## src/rtl/alu_pipe_pkg.sv

```systemverilog
// rtl/alu_pipe_pkg.sv - shared opcode and flag definitions for alu_pipe
// Purpose: opcode enumeration and flag bit positions used by the ALU pipeline
//          and its consumers. The result-entry struct is declared inside
//          alu_pipe because its field widths follow that module's parameters.
package alu_pipe_pkg;

  typedef enum logic [2:0] {
    OP_ADD = 3'b000,
    OP_SUB = 3'b001,
    OP_AND = 3'b010,
    OP_OR  = 3'b011,
    OP_XOR = 3'b100,
    OP_SHL = 3'b101,
    OP_SHR = 3'b110,
    OP_SRA = 3'b111
  } op_e;

  // Bit positions within the 3-bit {V, C, Z} flag field.
  localparam int FLAG_Z  = 0;
  localparam int FLAG_C  = 1;
  localparam int FLAG_V  = 2;
  localparam int FLAGS_W = 3;

endpackage

```

## src/rtl/alu_pipe_fifo.sv

```systemverilog
// rtl/alu_pipe_fifo.sv - synchronous first-word-fall-through FIFO
// Purpose: holds finished results in order; the head entry is visible on
//          head_o whenever count_o is non-zero.
// Ports:
//   clk, reset     clock, synchronous active-low reset (clears pointers/count)
//   push_i         write push_data_i this edge
//   push_data_i    entry to store
//   pop_i          consume the head entry this edge (ignored when empty)
//   head_o         entry at the head (undefined when count_o == 0)
//   count_o        number of stored entries, 0..DEPTH
module alu_pipe_fifo #(
  parameter  int DW    = 8,
  parameter  int DEPTH = 4,
  localparam int AW    = $clog2(DEPTH),
  localparam int CW    = $clog2(DEPTH + 1)
) (
  input  logic          clk,
  input  logic          reset,
  input  logic          push_i,
  input  logic [DW-1:0] push_data_i,
  input  logic          pop_i,
  output logic [DW-1:0] head_o,
  output logic [CW-1:0] count_o
);

  logic [DW-1:0] mem_q [DEPTH];
  logic [AW-1:0] wr_ptr_q, rd_ptr_q;
  logic [CW-1:0] count_q, count_d;
  logic          do_pop;

  assign do_pop = pop_i && (count_q != '0);

  always_comb begin
    count_d = count_q;
    case ({push_i, do_pop})
      2'b10:   count_d = count_q + CW'(1);
      2'b01:   count_d = count_q - CW'(1);
      default: count_d = count_q;
    endcase
  end

  always_ff @(posedge clk) begin
    if (!reset) begin
      wr_ptr_q <= '0;
      rd_ptr_q <= '0;
      count_q  <= '0;
    end else begin
      if (push_i) wr_ptr_q <= wr_ptr_q + AW'(1);
      if (do_pop) rd_ptr_q <= rd_ptr_q + AW'(1);
      count_q <= count_d;
    end
  end

  // Storage is left unreset; stale contents are never visible because
  // the count gates validity.
  always_ff @(posedge clk) begin
    if (push_i) mem_q[wr_ptr_q] <= push_data_i;
  end

  assign head_o  = mem_q[rd_ptr_q];
  assign count_o = count_q;

endmodule

```

## src/rtl/alu_pipe.sv

```systemverilog
// rtl/alu_pipe.sv - pipelined tagged ALU with in-order output FIFO
// Purpose: accepts one tagged operation per cycle, computes result and
//          {V,C,Z} flags, carries them through STAGES registers and queues
//          them in an FWFT FIFO drained with valid/ready.
// Ports:
//   clk, reset                     clock, synchronous active-low reset
//   in_valid/in_ready              request handshake
//   in_opa, in_opb, in_op, in_tag  operands, opcode, tag
//   out_valid/out_ready            result handshake
//   out_result, out_tag, out_flags result, tag, {V,C,Z}; zero when !out_valid
module alu_pipe
  import alu_pipe_pkg::*;
#(
  parameter int WIDTH      = 32,
  parameter int TAG_W      = 4,
  parameter int STAGES     = 2,
  parameter int FIFO_DEPTH = 4
) (
  input  logic               clk,
  input  logic               reset,
  input  logic               in_valid,
  output logic               in_ready,
  input  logic [WIDTH-1:0]   in_opa,
  input  logic [WIDTH-1:0]   in_opb,
  input  logic [2:0]         in_op,
  input  logic [TAG_W-1:0]   in_tag,
  output logic               out_valid,
  input  logic               out_ready,
  output logic [WIDTH-1:0]   out_result,
  output logic [TAG_W-1:0]   out_tag,
  output logic [FLAGS_W-1:0] out_flags
);

  localparam int SHW   = $clog2(WIDTH);
  localparam int OCC_W = $clog2(FIFO_DEPTH + 1);

  typedef struct packed {
    logic [WIDTH-1:0]   result;
    logic [TAG_W-1:0]   tag;
    logic [FLAGS_W-1:0] flags;
  } entry_t;

  op_e                op;
  logic [SHW-1:0]     sh;
  logic [WIDTH:0]     add_w, sub_w, shl_w, shr_w, sra_w;
  logic [WIDTH-1:0]   res;
  logic               c, v;
  entry_t             stage_d;
  entry_t             stage_q [STAGES];
  logic [STAGES-1:0]  vld_q;
  logic               accept, pop, live_q;
  logic [OCC_W-1:0]   occ_q, occ_d;
  logic [OCC_W-1:0]   fifo_count;
  entry_t             head;

  assign op = op_e'(in_op);
  assign sh = in_opb[SHW-1:0];

  // One extra bit on each side captures carry/borrow or the last bit
  // shifted out; it reads 0 naturally when the shift amount is 0.
  assign add_w = {1'b0, in_opa} + {1'b0, in_opb};
  assign sub_w = {1'b0, in_opa} - {1'b0, in_opb};
  assign shl_w = {1'b0, in_opa} << sh;
  assign shr_w = {in_opa, 1'b0} >> sh;
  assign sra_w = $signed({in_opa, 1'b0}) >>> sh;

  always_comb begin
    res = '0;
    c   = 1'b0;
    v   = 1'b0;
    case (op)
      OP_ADD: begin
        res = add_w[WIDTH-1:0];
        c   = add_w[WIDTH];
        v   = (in_opa[WIDTH-1] == in_opb[WIDTH-1]) && (res[WIDTH-1] != in_opa[WIDTH-1]);
      end
      OP_SUB: begin
        res = sub_w[WIDTH-1:0];
        c   = sub_w[WIDTH];
        v   = (in_opa[WIDTH-1] != in_opb[WIDTH-1]) && (res[WIDTH-1] != in_opa[WIDTH-1]);
      end
      OP_AND: res = in_opa & in_opb;
      OP_OR:  res = in_opa | in_opb;
      OP_XOR: res = in_opa ^ in_opb;
      OP_SHL: begin
        res = shl_w[WIDTH-1:0];
        c   = shl_w[WIDTH];
      end
      OP_SHR: begin
        res = shr_w[WIDTH:1];
        c   = shr_w[0];
      end
      OP_SRA: begin
        res = sra_w[WIDTH:1];
        c   = sra_w[0];
      end
      default: res = '0;
    endcase
    stage_d.result         = res;
    stage_d.tag            = in_tag;
    stage_d.flags          = '0;
    stage_d.flags[FLAG_Z]  = (res == '0);
    stage_d.flags[FLAG_C]  = c;
    stage_d.flags[FLAG_V]  = v;
  end

  // live_q keeps in_ready low for every cycle the block is held in reset.
  assign in_ready  = live_q && (occ_q < OCC_W'(FIFO_DEPTH));
  assign accept    = in_valid && in_ready;
  assign out_valid = (fifo_count != '0);
  assign pop       = out_valid && out_ready;

  always_comb begin
    occ_d = occ_q;
    case ({accept, pop})
      2'b10:   occ_d = occ_q + OCC_W'(1);
      2'b01:   occ_d = occ_q - OCC_W'(1);
      default: occ_d = occ_q;
    endcase
  end

  always_ff @(posedge clk) begin
    if (!reset) begin
      live_q <= 1'b0;
      occ_q  <= '0;
      vld_q  <= '0;
    end else begin
      live_q   <= 1'b1;
      occ_q    <= occ_d;
      vld_q[0] <= accept;
      for (int i = 1; i < STAGES; i++) vld_q[i] <= vld_q[i-1];
    end
  end

  always_ff @(posedge clk) begin
    stage_q[0] <= stage_d;
    for (int i = 1; i < STAGES; i++) stage_q[i] <= stage_q[i-1];
  end

  // occ bounds the in-flight count, so the FIFO always has room for the
  // last stage and the pipeline never needs to stall.
  alu_pipe_fifo #(
    .DW    ($bits(entry_t)),
    .DEPTH (FIFO_DEPTH)
  ) u_fifo (
    .clk         (clk),
    .reset       (reset),
    .push_i      (vld_q[STAGES-1]),
    .push_data_i (stage_q[STAGES-1]),
    .pop_i       (pop),
    .head_o      (head),
    .count_o     (fifo_count)
  );

  assign out_result = out_valid ? head.result : '0;
  assign out_tag    = out_valid ? head.tag    : '0;
  assign out_flags  = out_valid ? head.flags  : '0;

endmodule

```

## config.mk

```make
export PLATFORM = sky130hd
export DESIGN_NAME = alu_pipe
export DESIGN_NICKNAME = d
export VERILOG_FILES = /design/src/rtl/alu_pipe_pkg.sv /design/src/rtl/alu_pipe_fifo.sv /design/src/rtl/alu_pipe.sv
export SDC_FILE = /design/constraint.sdc
export NUM_CORES = 1
export LEC_CHECK = 0
export BUFFER_PORTS_ARGS = -buffer_cell sky130_fd_sc_hd__buf_4
export CAP_MARGIN = 0
export CORE_MARGIN = 5
export CORE_UTILIZATION = 55
export DETAILED_ROUTE_END_ITERATION = 10
export HOLD_SLACK_MARGIN = 0.06
export MAX_ROUTING_LAYER = met4
export PLACE_DENSITY = 0.73
export SYNTH_ARGS = -nofsm -noshare
export SYNTH_HDL_FRONTEND = slang
export SYNTH_SLANG_ARGS = --single-unit
```

## constraint.sdc

```tcl
create_clock -name clk -period 9.11 [get_ports clk]
set_input_delay 1.822 -clock clk [delete_from_list [all_inputs] [get_ports clk]]
set_output_delay 1.822 -clock clk [all_outputs]
set_load 0.05 [all_outputs]
```

== Word level (Yosys, flattened, before mapping) ==
Memory sizes are Yosys's and may differ from the RTL's. A register that Yosys moved wholly into a read port is not among the register bits.
Index checks and enable logic that the tools add are counted.

* Mux-type cells: 13
* Add/subtract/negate cells: 8
* Equality and inequality tests: 15
* Shifts and indexed selects: 3
* Order comparisons: 1
* Reductions and logical operators: 11
* Bitwise gates (word level): 3

{| class="wikitable"
|+ Operators by type and width
! cell !! count
|-
| 32-bit case mux with 8 select lines || 1
|-
| 32-bit by 32-bit adder with 33-bit output || 1
|-
| 32-bit by 5-bit << shifter with 33-bit output || 1
|-
| 33-bit by 5-bit right shift with 33-bit output || 1
|-
| 33-bit by 5-bit >>> shifter with 33-bit output || 1
|-
| 32-bit by 32-bit subtractor with 33-bit output || 1
|-
| 32-bit bitwise AND || 1
|-
| 32-bit logical NOT || 1
|-
| 32-bit two-way mux || 1
|-
| 32-bit bitwise OR || 1
|-
| 32-bit XOR || 1
|-
| 3-bit equality test, second input constant || 4
|-
| 3-bit case mux with 2 select lines || 2
|-
| 3-bit by 1-bit adder with 3-bit output, second input constant || 2
|-
| 3-bit by 2-bit equality test with 1-bit output, second input constant || 2
|-
| 1-bit logical AND || 6
|-
| 3-bit by 1-bit subtractor with 3-bit output, second input constant || 2
|-
| 1-bit case mux with 5 select lines || 1
|-
| 2-bit by 1-bit adder with 2-bit output, second input constant || 2
|-
| 2-bit by 1-bit equality test with 1-bit output, second input constant || 2
|-
| 2-bit equality test, second input constant || 2
|-
| 2-bit two-way mux || 2
|-
| 4-bit two-way mux || 1
|-
| 2-bit nonzero test || 2
|-
| 9 further kinds || 13
|}

* Input bits: 75
* Flip-flop bits (word level): 13
* Word-level logic and storage cells: 62
* Memories kept: 2
* Output and inout port bits: 41
* Memory bits (writable): 234

{| class="wikitable"
|+ Memories
! memory !! words !! width !! read ports !! clocked after Yosys merged registers in !! wr ports !! RTL line !! RTL
|-
| u_fifo.mem_q || 4 || 39 || 1 || 1 || 1 || alu_pipe_fifo.sv:26 || <nowiki>logic [DW-1:0] mem_q [DEPTH];</nowiki>
|-
| stage_q || 2 || 39 || 2 || 0 || 2 || alu_pipe.sv:49 || <nowiki>entry_t stage_q [STAGES];</nowiki>
|}

== Logic depth before layout (Yosys ltp) ==
* Word-level depth: 5
* Mapped depth: 18
* Depth with buffers taken out: 15

== Cells and area by module ==
From an unflattened synthesis, not the netlist that was laid out.

* Cell total of the unflattened synthesis: 1945
* Area total of the unflattened synthesis: 18764.2 µm²

{| class="wikitable"
|+ Modules (own cells, without submodules)
! module !! times used !! area an instance (µm²) !! sequential area each (µm²) !! cells an instance
|-
| alu_pipe || 1 || 12693.4 || 1681.6 || 1697
|-
| alu_pipe_fifo || 1 || 6070.8 || 4864.7 || 248
|}

== Least setup slack after synthesis ==
OpenSTA, ideal clock, no wires.

* Kind: in2reg
* Start: input in_opb[2]
* End: memory stage_q[0][0] (netlist name)
* Path slack: 2.968 ns
* Arrival time: 6.054 ns
* Data required time: 9.022 ns
* Cell stages on the path: 18
* Setup time: 0.088 ns
* Buffers on the path: 5
* Cells stage by stage: buf_6 buf_2 inv_1 clkbuf_1 buf_2 buf_1 ha_1 nand2b_1 a2111oi_0 o21bai_1 a21oi_1 o31ai_1 nand3_1 or3b_1 or4_1 nor4_1 nand4b_1 nor4_2

{| class="wikitable"
|+ RTL lines
! item !! RTL line !! RTL
|-
| from (decl) || alu_pipe.sv:24 || <nowiki>input logic [WIDTH-1:0] in_opb,</nowiki>
|-
| to (decl) || alu_pipe.sv:49 ||
|}

==> reports/results.ini <==
[outcome]
run_status = complete, no violations

[placed_design]
dp.final_hpwl_um = 49510
dp_cells = 2304
portBuffers = 115
place_congestion = 1.047
dpl_cell_area_sq_um = 19150

[global_routing]
busiest_layer = met2
grt_overflow = 0
met3_usage_pct = 4.035
grt_antenna_before_repair = 0
grtUsageTotal_pct = 37.33
grt_pass1_vias = 15740
use_met1_pct = 47.35
grt_start_max_net_pins = 78
grt_pass1_wl_um = 100200
met2_usage_pct = 59.21

[synthesis]
async_reset_ff_share_pct = 0
synth_edf_count = 156
ys.flop_type = edfxtp_1
yosysTopAreaCell = edfxtp_1
synth_area_per_cell_sq_um = 9.740
syn-cell-area_sq_um = 18140
synth_top_area_share_pct = 25.82
ys_types = 84
ys_seq_elements = 249
yosysWarningCount = 0
yosysSeqAreaShare_pct = 36.08
syn_inst = 1863
syn_nets = 2045
synth_area_leaders = edfxtp_1 26%, mux4_2 11%, dfxtp_1 10%, ha_1 7.1%, mux2i_1 3.5%

[finish]
post-route-util_pct = 61.01
antenna_cells = 0
fillers = 2760
final_common_cell = edfxtp_1
stdcell_area_sq_um = 19850
finalNonFillerCells = 2344
nets = 2068
layout-drive-gt1-share_pct = 16.25
synthToLayoutAreaGrowth_pct = 9.392
layout_common_cells = 156 x edfxtp_1, 144 x nand2_1, 136 x buf_4, 134 x nor2_1, 118 x a21oi_1

[floorplan]
core_sq_um = 32540
dieArea_sq_um = 36720
boundaryPins = 116
die_h_um = 191.6
dieWidth_um = 191.6
placementRows = 66
initial_core_util_pct = 55.77

[route]
routed_via_density = 6.821
first_pass_iters = 6
wl_per_cell_um = 28.82
ant_nets = 0
vias = 15990
drt-total-wl_um = 67560
drtIter0Drc = 1913
drcViolationCount = 0

[clock_tree]
clk_pin_slew_ns = 0.06
clk_path_buf_depth = 3
clk_latency_ns = 0.50
postCtsHoldBufs = 0
htreeDepth = 1
cts_resized = 0
cts_buffers = 22
clock-sinks = 249
cts_tree = done
cts_setup_buffers = 0
root_buffer = clkbuf_16

[power_and_ir_drop]
peakVddDrop_v = 0.0001305
p_per_area_nw_per_um2 = 164.5
p_leak_nw = 7.685

[sta]
hold_ws_ns = 0.3233
drv_slew = 0
finalHoldViolations = 0
slew_headroom_pct = 23.13
fmax_ghz = 0.1552
rsz0062_at_grt = no
worst_pin_slew_ns = 1.153
clock_skew_ns = 0.008366
fin_crit_sh_pct = 70.73
setup_viol = 0
period_needed_ns = 6.443
finalSetupTns_ns = 0

[setup_path]
cp.arrival_ns = 6.85
crit_type = in2reg
worstPathRequired_ns = 9.52
critPathLaunchType = input port
worst_setup_path_end_kind = flop
cp_max_fo = 77

[job]
maxCapViolations = 0

[hold_path]
worstHoldPathType = reg2reg

## critical path: stages
cell and delay, ns:
buf_4 0.71, inv_2 0.51, fa_1 0.53, nand2b_1 0.19, a211oi_1 0.70, o21ai_0 0.26, o21bai_1 0.35, a211o_1 0.20
a21oi_1 0.07, or3b_1 0.38, or4_1 0.50, nor4_1 0.19, nand4b_1 0.15, nor4_2 0.25
## final timing paths
kind	startpoint	to	slack (ns)	cells past startpoint
max	in_opb[1]	stage_q[0][0]	2.67	14
min	stage_q[0][29]	stage_q[0][68]	0.32	0
max reg2reg	u_fifo.count_o[0]	occ_q[2]	6.08	8
min reg2reg	stage_q[0][29]	stage_q[0][68]	0.32	0
## power by group
part	internal [mW]	total (mW)	switching, mW
registers	1.29	1.33	0.0461
clock network	0.484	0.877	0.393
logic	0.372	1.06	0.684
total	2.14	3.26	1.12
## cell usage after synthesis (all sizes together), types with 8 or more instances
cell type / n
a221oi: 17
buf: 52
or2: 8
nor3: 38
a211o: 8
xnor2: 20
a31oi: 13
nor4: 13
nand2b: 26
or3: 14
a21boi: 13
edfxtp: 156
inv: 111
o221ai: 10
dfxtp: 93
xor2: 11
nand3: 25
o31ai: 12
a22oi: 14
and3: 12
o2bb2ai: 8
a21o: 14
nand2: 144
nor2b: 29
o21bai: 9
clkbuf: 86
o22ai: 28
mux2: 28
a21oi: 118
a211oi: 33
o211ai: 34
mux2i: 64
and2: 60
mux4: 89
ha: 103
nor2: 134
o21ai: 116
nand4: 13
## routing by layer
metal	up-vias	part of all wire [%]
met2	962	47
met1	7791	38
met5	-	0
li1	7002	-
met4	0	6.9
met3	234	7.9
## area by class of cell
class	instances	area (sq um)	area share (%)
sequential	249	6549	32.99
multi-input combinational	1365	10590	53.36
clock buffer	27	610.6	3.076
tap	442	553.0	2.786
clock inverter	13	87.58	0.4413
inverter	111	416.7	2.099
timing repair buffer	137	1041	5.245
## cells by family after synthesis
| family | count (synthesis) | share of synthesized area (%) |
|---|---|---|
| compound gates | 509 | 18.38 |
| xor+xnor | 31 | 1.496 |
| fa+ha+maj | 108 | 7.599 |
| buf+inv | 249 | 5.578 |
| flops | 249 | 36.08 |
| mux | 181 | 16.31 |
| simple gates | 536 | 14.55 |
## per-stage QoR
| step | power, mW | setup slack, ns |
|---|---|---|
| after detailed placement | 2.386 | 2.351 |
| after floorplan | 2.041 | 2.968 |
| after CTS | 3.261 | 2.876 |
| after global placement | 2.365 | 2.337 |
| final | 3.265 | 2.667 |
| after global routing | 3.394 | 2.356 |
## sequential cells by signal (all words and copies together) (netlist names), named ones only
| register | cells |
|---|---|
| u_fifo.wr_ptr_q | 2 |
| u_fifo.mem_q | 156 |
| u_fifo.rd_ptr_q | 2 |
| live_q | 1 |
| u_fifo.count_o | 3 |
| vld_q | 2 |
| occ_q | 3 |
| stage_q | 78 |
No activity file was read; power rests on OpenSTA's default activity.
